==> config.mk <==
export PLATFORM = sky130hd
export DESIGN_NAME = vedic_seq_mult
export DESIGN_NICKNAME = d
export VERILOG_FILES = /design/src/rtl/vedic_seq_mult.sv
export SDC_FILE = /design/constraint.sdc
export NUM_CORES = 1
export LEC_CHECK = 0
export CORE_MARGIN = 3
export CORE_UTILIZATION = 55
export DETAILED_ROUTE_END_ITERATION = 10
export HOLD_SLACK_MARGIN = 0.1
export PLACE_DENSITY = 0.78
export SLEW_MARGIN = 30
export SYNTH_ARGS = -nofsm -noshare
export SYNTH_HDL_FRONTEND = slang
export SYNTH_SLANG_ARGS = --single-unit
==> constraint.sdc <==
create_clock -name clk -period 15.2 [get_ports clk]
set_input_delay 3.04 -clock clk [delete_from_list [all_inputs] [get_ports clk]]
set_output_delay 3.04 -clock clk [all_outputs]
set_load 0.005 [all_outputs]
==> src/rtl/vedic_seq_mult.sv <==
// -----------------------------------------------------------------------------
// vedic_seq_mult
// Sequential multiplier built on a Vedic-style split of each operand into low
// and high halves. One (WIDTH/2)x(WIDTH/2) unsigned multiplier is reused over
// four CALC cycles. Each cycle adds one shifted partial product into a
// 2*WIDTH accumulator. Signed operands are converted to magnitudes at
// acceptance. The sign is applied once, when the final sum is loaded into p.
//
// Ports
//   clk        rising-edge clock
//   rst_n      asynchronous active-low reset
//   in_valid   operand pair offered
//   in_ready   high only in IDLE; operands are accepted on in_valid && in_ready
//   a, b       WIDTH-bit multiplicand / multiplier
//   is_signed  1 = two's-complement operands, 0 = unsigned
//   out_valid  product available (held until out_ready)
//   out_ready  consumer accepts product
//   p          2*WIDTH-bit product; holds the last result until the next one
//   busy       high in CALC and DONE
// -----------------------------------------------------------------------------
module vedic_seq_mult #(
  parameter int WIDTH = 32
) (
  input  logic               clk,
  input  logic               rst_n,
  input  logic               in_valid,
  output logic               in_ready,
  input  logic [WIDTH-1:0]   a,
  input  logic [WIDTH-1:0]   b,
  input  logic               is_signed,
  output logic               out_valid,
  input  logic               out_ready,
  output logic [2*WIDTH-1:0] p,
  output logic               busy
);

  localparam int HW = WIDTH / 2;
  localparam int PW = 2 * WIDTH;

  typedef enum logic [1:0] {
    S_IDLE = 2'd0,
    S_CALC = 2'd1,
    S_DONE = 2'd2
  } state_t;

  state_t            r_state;
  logic [1:0]        r_step;
  logic [WIDTH-1:0]  r_a_mag;
  logic [WIDTH-1:0]  r_b_mag;
  logic              r_neg;
  logic [PW-1:0]     r_acc;
  logic [PW-1:0]     r_p;
  logic              r_out_valid;

  logic [WIDTH-1:0]  w_a_mag;
  logic [WIDTH-1:0]  w_b_mag;
  logic [HW-1:0]     w_op_a;
  logic [HW-1:0]     w_op_b;
  logic [WIDTH-1:0]  w_pp;
  logic [PW-1:0]     w_pp_ext;
  logic [PW-1:0]     w_pp_shift;
  logic [PW-1:0]     w_sum;
  logic [PW-1:0]     w_result;

  // The most negative value negates to itself, which is exactly its magnitude
  // when read back as unsigned, so no extra bit is needed.
  assign w_a_mag = (is_signed && a[WIDTH-1]) ? -a : a;
  assign w_b_mag = (is_signed && b[WIDTH-1]) ? -b : b;

  // Step order: 0 = aL*bL, 1 = aL*bH, 2 = aH*bL, 3 = aH*bH.
  // Step bit 1 selects the a half, step bit 0 selects the b half.
  assign w_op_a = r_step[1] ? r_a_mag[WIDTH-1:HW] : r_a_mag[HW-1:0];
  assign w_op_b = r_step[0] ? r_b_mag[WIDTH-1:HW] : r_b_mag[HW-1:0];

  // Single shared half-width multiplier. The zero-extension only widens the
  // product to WIDTH bits.
  assign w_pp     = {{HW{1'b0}}, w_op_a} * {{HW{1'b0}}, w_op_b};
  assign w_pp_ext = {{WIDTH{1'b0}}, w_pp};

  always_comb begin
    w_pp_shift = w_pp_ext;
    unique case (r_step)
      2'd0:    w_pp_shift = w_pp_ext;
      2'd1,
      2'd2:    w_pp_shift = w_pp_ext << HW;
      default: w_pp_shift = w_pp_ext << WIDTH;
    endcase
  end

  // The sum wraps modulo 2^PW; any carry out is discarded.
  assign w_sum    = r_acc + w_pp_shift;
  assign w_result = r_neg ? -w_sum : w_sum;

  always_ff @(posedge clk or negedge rst_n) begin
    if (!rst_n) begin
      r_state     <= S_IDLE;
      r_step      <= 2'd0;
      r_a_mag     <= '0;
      r_b_mag     <= '0;
      r_neg       <= 1'b0;
      r_acc       <= '0;
      r_p         <= '0;
      r_out_valid <= 1'b0;
    end else begin
      unique case (r_state)
        S_IDLE: begin
          if (in_valid) begin
            r_a_mag <= w_a_mag;
            r_b_mag <= w_b_mag;
            r_neg   <= is_signed & (a[WIDTH-1] ^ b[WIDTH-1]);
            r_acc   <= '0;
            r_step  <= 2'd0;
            r_state <= S_CALC;
          end
        end
        S_CALC: begin
          r_acc  <= w_sum;
          // Counter wraps 3 -> 0, so it is already cleared when DONE is entered.
          r_step <= r_step + 2'd1;
          if (r_step == 2'd3) begin
            r_p         <= w_result;
            r_out_valid <= 1'b1;
            r_state     <= S_DONE;
          end
        end
        S_DONE: begin
          if (out_ready) begin
            r_out_valid <= 1'b0;
            r_state     <= S_IDLE;
          end
        end
        default: begin
          r_state <= S_IDLE;
        end
      endcase
    end
  end

  assign in_ready  = (r_state == S_IDLE);
  assign busy      = (r_state != S_IDLE);
  assign out_valid = r_out_valid;
  assign p         = r_p;

endmodule
==> results of run 1 <==
layout by cell type, fill, tap and decap left out, types with 32 or more instances in the layout:
| master | count |
|---|---|
| nor3_1 | 32 |
| dfrtp_1 | 197 |
| a21o_1 | 51 |
| nand3_1 | 95 |
| xnor2_1 | 117 |
| xor2_1 | 83 |
| o21ai_0 | 265 |
| nor2_1 | 223 |
| nand2_1 | 455 |
| clkdlybuf4s50_1 | 134 |
| ha_1 | 172 |
| inv_1 | 267 |
| fa_1 | 195 |
| mux2i_1 | 36 |
| a21oi_1 | 126 |
tightest hold or removal path: stages (launching register included):
cell and delay, ps:
dfrtp_1 340, nand2_1 40, o21ai_0 60
final cells by class:
class                   count  area, um2
multi-input cells        2265      17000
clock inverters            12        136
clock buffers              20        467
well taps                 532        666
flip-flops and latches    198       4960
repair buffers            159       1540
fillers                  3641      15700
inverters                 268       1010
logic make-up (layout without fill, tap and decap cells):
family / count (synthesis) / in the layout / synth area share [%]
adders and majority gates: 367 / 367 / 25.8
AOI/OAI and AO/OA: 623 / 623 / 16.3
and+or+nand+nor: 1002 / 1002 / 19.4
DFF: 198 / 198 / 21.1
buffers and inverters: 395 / 459 / 6.41
xor gates and xnor gates: 203 / 203 / 7.71
muxes: 70 / 70 / 3.17
flip-flops by register name, summed over array words and instances (netlist names):
| name | flops |
|---|---|
| out_valid | 1 |
| p | 64 |
| r_a_mag | 32 |
| r_acc | 64 |
| r_b_mag | 32 |
| r_neg | 1 |
| r_state | 2 |
| r_step | 2 |
per-layer routing:
metal / track usage, % / vias up
met4: 7.50 / 0
li1: - / 9716
met2: 47.8 / 795
met5: 0 / -
met1: 41.9 / 10100
met3: 6.98 / 106
cell usage after synthesis, types with 25 or more instances:
library cell	instances	area [um2]
xor2_1	83	727
and2_1	31	194
fa_1	195	3900
a21o_1	51	383
o21ai_0	265	1330
ha_1	172	2150
nand2_1	458	1720
nor2_1	224	841
clkbuf_1	110	413
a21oi_1	126	631
nand3_1	95	475
mux2_2	28	315
o31ai_1	25	188
nor3_1	32	160
mux2i_1	37	370
dfrtp_1	198	4950
inv_1	267	1000
xnor2_1	117	1020
per-stage QoR:
step	setup slack [ps]	cell area, um2	hold slack [ps]
6_report	3230	25800	476
5_1_grt	2550	25800	507
4_1_cts	3310	25800	485
3_5_place_dp	3400	25200	470
3_3_place_gp	3630	25200	462
2_1_floorplan	3920	23400	444
worst paths after layout:
path,start,endpoint,cells after the start
setup / recovery,r_step[1]$_DFFE_PN0P_,p[63]$_DFFE_PN0P_,39
min in group asynchronous,rst_n,p[52]$_DFFE_PN0P_,1
hold / removal,p[59]$_DFFE_PN0P_,p[59]$_DFFE_PN0P_,2
max in group asynchronous,rst_n,r_a_mag[13]$_DFFE_PN0P_,3
setup reg to reg,r_step[1]$_DFFE_PN0P_,p[63]$_DFFE_PN0P_,39
hold reg to reg,p[59]$_DFFE_PN0P_,p[59]$_DFFE_PN0P_,2
==> metrics.cfg, run 1 <==
[yosys]
yosysSeqAreaShare_pct = 21.1
yosys_warnings = 0
synth_edf_count = 0
avgSynthCellArea_um2 = 8.20
ys_types = 96
synth_seq_cells = 198
ys_async_sr_fraction_pct = 100
syn_nets = 3294
syn_inst = 2858
synth_area_um2 = 23400
ys.flop_type = dfrtp_1

[clock_tree]
cts_setup_buffers = 0
tritoncts = built
path_clk_slew_ps = 90
clock_latency_ps = 500
cts_hold_buf = 0
clock_sinks = 198
root_buffer = clkbuf_16
htree_levels = 4
clk_path_buf_depth = 2
cts_buffers = 17
cts-resized-gates = 0

[critical_path]
slowest_delay_ps = 700
critPathLaunchType = register
cp_num_buf_inv = 5
end_kind = register
cp.required_ps = 15530
cpLargestDelayFamily = adder cells
critical_path.max_fanout = 35
slowest_stage = mux2i_1
crit_type = reg2reg
arrival_ps = 12300
r2r_slack_ps = 3230
cpMostUsedCell = fa_1

[place]
gp_congestion = 0.966
portBuffers = 135
post-dp-hpwl_um = 53600
dp_cells = 3422

[final_layout]
area_delta_synth_final_pct = 10.0
final_core_util_pct = 62.2
fin_cells = 3454
drive_gt1_share_pct = 4.62
nNetsFinal = 3345
diodes = 0

[global_route]
grt_pass1_wl_um = 108000
track_usage_pct = 30.1
grt_max_degree = 132
overflow = 0
grt_pass1_vias = 20400
antenna_found_initial = 0

[drt]
drt_wl_total_um = 66700
detail-route-antenna-nets = 0
wl_met1_um = 29300
top_layer_used = met4
firstDrtPassIters = 6
wl_met3_um = 5260
dr_wl_met2_um = 30800
initialDrtViolationCount = 1871
drt-wirelength-per-cell_um = 19.3
drc = 0
via_count = 20700
avgViaCountPerCell = 6.00

[timing]
maxSlewHeadroom_pct = 29.5
final-max-slew-violation-count = 0
rsz0062_at_grt = false
fmax_mhz = 83.5
worst_clock_skew_ps = 26.2
fin_tns_setup_ps = 0
finalCritPeriodShare_pct = 78.7
tightest_slew_ps = 1030
min_period_ps = 11970
setup_viol = 0
hold_violations = 0

[floorplan]
initial_core_util_pct = 56.5
die_height_um = 212
die-area_um2 = 45100
rows = 74
io_pins = 136
core_area_um2 = 41500
die_w_um = 212

[min_path]
min_path_type = reg2reg

[outcome]
outcome = completed

[flow_run]
max_cap_viol_count = 0

Power of run 1 is left out: the tool's default activity adds up to more than one toggle a clock period on the data nets, which glitch-free logic cannot reach.
==> inputs of run 2 (changes only) <==
- clock period: 15.2 -> 11.38 ns (I/O delays scaled with it)
==> run 2 against run 1 <==
Against the previous run: first-iteration DRC count grew 16%; highest routed layer unchanged; die area did not move; wire length increased by 7.0%; via count up 1.5%; flip-flop and latch count did not move; count of clock-buffer cells in the layout is 2 lower; fmax up 8.9%.
==> metrics.cfg, run 2 (synthesis results as in run 1) <==
[outcome]
outcome = completed  ; unchanged

[timing]
tightest_slew_ps = 982  ; was 1030 ps
worst_clock_skew_ps = 19.8  ; was 26.2 ps
maxSlewHeadroom_pct = 33.9  ; was 29.5%
final-max-slew-violation-count = 0  ; unchanged
setup_viol = 0  ; unchanged
fmax_mhz = 91.0  ; was 83.5 MHz
hold_violations = 0  ; unchanged
min_period_ps = 10990  ; was 11970 ps
finalCritPeriodShare_pct = 96.6  ; was 78.7%

[place]
gp_congestion = 1.08  ; was 0.966
post-dp-hpwl_um = 57300  ; was 53600 um
portBuffers = 135  ; unchanged

[drt]
top_layer_used = met4  ; unchanged
initialDrtViolationCount = 2168  ; was 1871
dr_wl_met2_um = 32100  ; was 30800 um
drc = 0  ; unchanged
drt-wirelength-per-cell_um = 20.4  ; was 19.3 um
detail-route-antenna-nets = 0  ; unchanged
wl_met3_um = 6800  ; was 5260 um
wl_met1_um = 30400  ; was 29300 um
avgViaCountPerCell = 6.03  ; was 6.00
firstDrtPassIters = 6  ; unchanged
drt_wl_total_um = 71400  ; was 66700 um
via_count = 21100  ; was 20700

[global_route]
overflow = 0  ; unchanged
grt_pass1_wl_um = 113000  ; was 108000 um
grt_pass1_vias = 20800  ; was 20400
antenna_found_initial = 0  ; unchanged
track_usage_pct = 31.9  ; was 30.1%
grt_max_degree = 133  ; was 132

[floorplan]
core_area_um2 = 41500  ; unchanged
io_pins = 136  ; unchanged
rows = 74  ; unchanged
die_height_um = 212  ; unchanged
initial_core_util_pct = 56.5  ; unchanged
die-area_um2 = 45100  ; unchanged
die_w_um = 212  ; unchanged

[final_layout]
diodes = 0  ; unchanged
fillers = 3602  ; was 3641
final_core_util_pct = 63.3  ; was 62.2%
final_common_cell = nand2_1  ; unchanged
most-common-layout-cells = 455 x nand2_1, 267 x inv_1, 264 x o21ai_0  ; was 455 x nand2_1, 267 x inv_1, 265 x o21ai_0
area_delta_synth_final_pct = 12.1  ; was 10.0%
drive_gt1_share_pct = 6.95  ; was 4.62%
nNetsFinal = 3386  ; was 3345

[critical_path]
cpLargestDelayFamily = adder cells  ; unchanged
cp.required_ps = 11730  ; was 15530 ps
slowest_delay_ps = 590  ; was 700 ps
cpMostUsedCell = fa_1  ; unchanged
critPathLaunchType = register  ; unchanged
slowest_stage = or4_4  ; was mux2i_1
end_kind = register  ; unchanged
crit_type = reg2reg  ; unchanged
arrival_ps = 11350  ; was 12300 ps
cp_num_buf_inv = 5  ; unchanged
critical_path.max_fanout = 12  ; was 35

[clock_tree]
htree_levels = 4  ; unchanged
clock_latency_ps = 510  ; was 500 ps
clk_path_buf_depth = 2  ; unchanged
cts_hold_buf = 0  ; unchanged
path_clk_slew_ps = 80  ; was 90 ps
cts_buffers = 17  ; unchanged
clock_sinks = 198  ; unchanged
tritoncts = built  ; unchanged
root_buffer = clkbuf_16  ; unchanged

[flow_run]
max_cap_viol_count = 0  ; unchanged

[min_path]
min_path_type = reg2reg  ; unchanged

## run 2: changes by cell type in the layout (fill, tap and decap cells not counted), moves of 3 or more
cell / change
a21oi_1: -5
o31ai_1: -3
buf_6: +3
a21oi_2: +5
o31ai_2: +3
ha_2: +3
ha_1: -3
buf_4: +34
## run 2: layout make-up
cell class | instances | area (um2) | area share, %
clock buffer | 18 | 439 | 1.67
clock inverter | 14 | 149 | 0.567
inverter | 268 | 1010 | 3.83
multi-input combinational | 2265 | 17200 | 65.3
sequential | 198 | 4960 | 18.9
tap | 532 | 666 | 2.53
timing repair buffer | 200 | 1900 | 7.24
## run 2: path summary, 6_finish.rpt
| kind | startpoint | endpoint | slack, ps | depth (start not counted) |
|---|---|---|---|---|
| max in group asynchronous | rst_n | r_step[1]$_DFFE_PN0P_ | 8350 | 2 |
| min | p[35]$_DFFE_PN0P_ | p[35]$_DFFE_PN0P_ | 480 | 2 |
| min in group asynchronous | rst_n | p[51]$_DFFE_PN0P_ | 1780 | 1 |
| min reg2reg | p[35]$_DFFE_PN0P_ | p[35]$_DFFE_PN0P_ | 480 | 2 |
| max | r_step[0]$_DFFE_PN0P_ | p[60]$_DFFE_PN0P_ | 390 | 37 |
| max reg2reg | r_step[0]$_DFFE_PN0P_ | p[60]$_DFFE_PN0P_ | 390 | 37 |
## run 2: repair_timing
action	CTS	global route
endpoints found under the setup margin	9	22
gates cloned	0	1
pin swaps	0	3
setup buffers	0	2
gates resized for setup	2	38
## run 2: through the flow
| stage | setup WS (ps) | setup TNS (ps) | area [um2] | instances | hold slack (ps) |
|---|---|---|---|---|---|
| floorplan | 98.1 | 0 | 23400 | 2858 | 444 |
| global placement | 166 | 0 | 25500 | 3460 | 462 |
| detailed placement | -196 | -1020 | 25500 | 3460 | 470 |
| CTS | 13.9 | 0 | 26100 | 3492 | 488 |
| global route | -22.7 | -22.7 | 26300 | 3495 | 512 |
| finish | 386 | 0 | 26300 | 3495 | 481 |
## run 2: worst reg2reg max path: cells and delay by family, from the launching register on
kind,cells,cell delay [ps]
DFF,1,470
and+or+nand+nor,8,2190
AOI/OAI and AO/OA,13,2960
muxes,1,440
adders and majority gates,8,3940
buffers and inverters,5,510
xor gates and xnor gates,2,340
## run 2: metal layers
| layer | global-route usage, % | vias up |
|---|---|---|
| met5 | 0 | - |
| met4 | 10.1 | 0 |
| met3 | 8.87 | 155 |
| met2 | 49.5 | 896 |
| met1 | 43.6 | 10200 |
| li1 | - | 9805 |
Power of run 2 is left out for the same reason.
==> inputs of run 3 (changes only) <==
- clock period: 11.38 -> 13.2 ns (I/O delays scaled with it)
==> run 3 against run 2 <==
Against the previous run: core utilization is 1.2 points lower; die area stayed put; critical path depth is 2 higher; hold slack worse by 0.99 ps; non-clock buffer count is 44 lower; highest routed layer unchanged.
==> metrics.cfg, run 3 (synthesis results as in run 1) <==
[outcome]
outcome = completed  ; unchanged

[drt]
drc = 0  ; unchanged
wl_met1_um = 29700  ; was 30400 um
top_layer_used = met4  ; unchanged
firstDrtPassIters = 8  ; was 6
initialDrtViolationCount = 1903  ; was 2168
drt_wl_total_um = 68800  ; was 71400 um
avgViaCountPerCell = 6.04  ; was 6.03
detail-route-antenna-nets = 0  ; unchanged
dr_wl_met2_um = 31100  ; was 32100 um
via_count = 20900  ; was 21100
drt-wirelength-per-cell_um = 19.9  ; was 20.4 um
wl_met3_um = 6430  ; was 6800 um

[floorplan]
initial_core_util_pct = 56.5  ; unchanged
die-area_um2 = 45100  ; unchanged
io_pins = 136  ; unchanged
core_area_um2 = 41500  ; unchanged
die_w_um = 212  ; unchanged
rows = 74  ; unchanged
die_height_um = 212  ; unchanged

[final_layout]
drive_gt1_share_pct = 4.52  ; was 6.95%
nNetsFinal = 3342  ; was 3386
area_delta_synth_final_pct = 10.0  ; was 12.1%
most-common-layout-cells = 455 x nand2_1, 267 x inv_1, 265 x o21ai_0  ; was 455 x nand2_1, 267 x inv_1, 264 x o21ai_0
diodes = 0  ; unchanged
final_common_cell = nand2_1  ; unchanged
final_area_um2 = 25800  ; was 26300 um2
fin_cells = 3451  ; was 3495

[critical_path]
arrival_ps = 12690  ; was 11350 ps
cpMostUsedCell = fa_1  ; unchanged
slowest_delay_ps = 890  ; was 590 ps
end_kind = register  ; unchanged
r2r-start = r_step[1]$_DFFE_PN0P_  ; was r_step[0]$_DFFE_PN0P_
crit_type = reg2reg  ; unchanged
slowest_stage = dfrtp_1  ; was or4_4
cp.required_ps = 13550  ; was 11730 ps
r2r_cells = 39  ; was 37
r2r-end = p[63]$_DFFE_PN0P_  ; was p[60]$_DFFE_PN0P_
critical_path.max_fanout = 16  ; was 12
r2r_slack_ps = 850  ; was 390 ps
critPathLaunchType = register  ; unchanged

[timing]
fin_tns_setup_ps = 0  ; unchanged
final-max-slew-violation-count = 0  ; unchanged
finalCritPeriodShare_pct = 93.5  ; was 96.6%
fmax_mhz = 81.0  ; was 91.0 MHz
tightest_slew_ps = 1040  ; was 982 ps
rsz0062_at_grt = false
timing.final.ws_setup_ps = 852  ; was 386 ps
worst_clock_skew_ps = 15.0  ; was 19.8 ps
setup_viol = 0  ; unchanged
hold_violations = 0  ; unchanged
maxSlewHeadroom_pct = 29.9  ; was 33.9%
min_period_ps = 12350  ; was 10990 ps

[global_route]
grt_max_degree = 130  ; was 133
grt_pass1_wl_um = 110000  ; was 113000 um
track_usage_pct = 31.0  ; was 31.9%
antenna_found_initial = 0  ; unchanged
grt_pass1_vias = 20700  ; was 20800
overflow = 0  ; unchanged

[clock_tree]
cts-resized-gates = 0  ; was 2
clk_path_buf_depth = 2  ; unchanged
tritoncts = built  ; unchanged
cts_hold_buf = 0  ; unchanged
clock_sinks = 198  ; unchanged
clock_latency_ps = 510  ; about the same
path_clk_slew_ps = 80  ; about the same
root_buffer = clkbuf_16  ; unchanged
cts_buffers = 17  ; unchanged
htree_levels = 4  ; unchanged
cts_setup_buffers = 0  ; unchanged

[min_path]
min_path_type = reg2reg  ; unchanged
min-delay-start = p[59]$_DFFE_PN0P_  ; was p[35]$_DFFE_PN0P_
worstHoldPathCells = 2  ; unchanged
holdPathEnd = p[59]$_DFFE_PN0P_  ; was p[35]$_DFFE_PN0P_

[place]
portBuffers = 135  ; unchanged
dpl_cell_area_um2 = 25100  ; was 25500 um2
dp_cells = 3419  ; was 3460
post-dp-hpwl_um = 55200  ; was 57300 um
gp_congestion = 1.02  ; was 1.08
place_ws_ps = 1040  ; was -196 ps

[flow_run]
max_cap_viol_count = 0  ; unchanged

run 3: cell type report:
cell class | instances | area [um2]
clock inverters | 12 | 161
repair buffers | 156 | 1530
well taps | 532 | 666
flip-flops and latches | 198 | 4960
clock buffers | 20 | 457
inverters | 268 | 1010
multi-input cells | 2265 | 17000
fillers | 3696 | 15700
run 3: worst max path at each step:
stage / start / depth (start not counted) / endpoint
floorplan: r_step[1]$_DFFE_PN0P_ / 42 / p[63]$_DFFE_PN0P_
global placement: r_step[1]$_DFFE_PN0P_ / 39 / p[63]$_DFFE_PN0P_
detailed placement: r_step[1]$_DFFE_PN0P_ / 39 / p[63]$_DFFE_PN0P_
CTS: r_step[1]$_DFFE_PN0P_ / 39 / p[63]$_DFFE_PN0P_
global route: r_step[1]$_DFFE_PN0P_ / 39 / p[63]$_DFFE_PN0P_
finish: r_step[1]$_DFFE_PN0P_ / 39 / p[63]$_DFFE_PN0P_
run 3: metal layers:
| layer | vias up | track usage (%) |
|---|---|---|
| li1 | 9697 | - |
| met1 | 10200 | 42.2 |
| met2 | 875 | 48.4 |
| met3 | 123 | 9.18 |
| met4 | 0 | 8.56 |
| met5 | - | 0 |
run 3: per-stage QoR:
step                      utilization [%]  hold WS (ps)
after floorplan                         -           444
after global placement               60.6           463
after detailed placement             60.6           469
after CTS                            62.1           485
after global routing                 62.2           512
final                                62.2           480
run 3: worst max-delay path, delay by kind of cell, from the launching register on:
family / cells / cell delay, ps
adders and majority gates: 8 / 3750
AOI/OAI and AO/OA: 16 / 3660
and+or+nand+nor: 7 / 2330
DFF: 1 / 890
buffers and inverters: 5 / 570
muxes: 1 / 550
xor gates and xnor gates: 2 / 390
Power of run 3 is left out for the same reason.
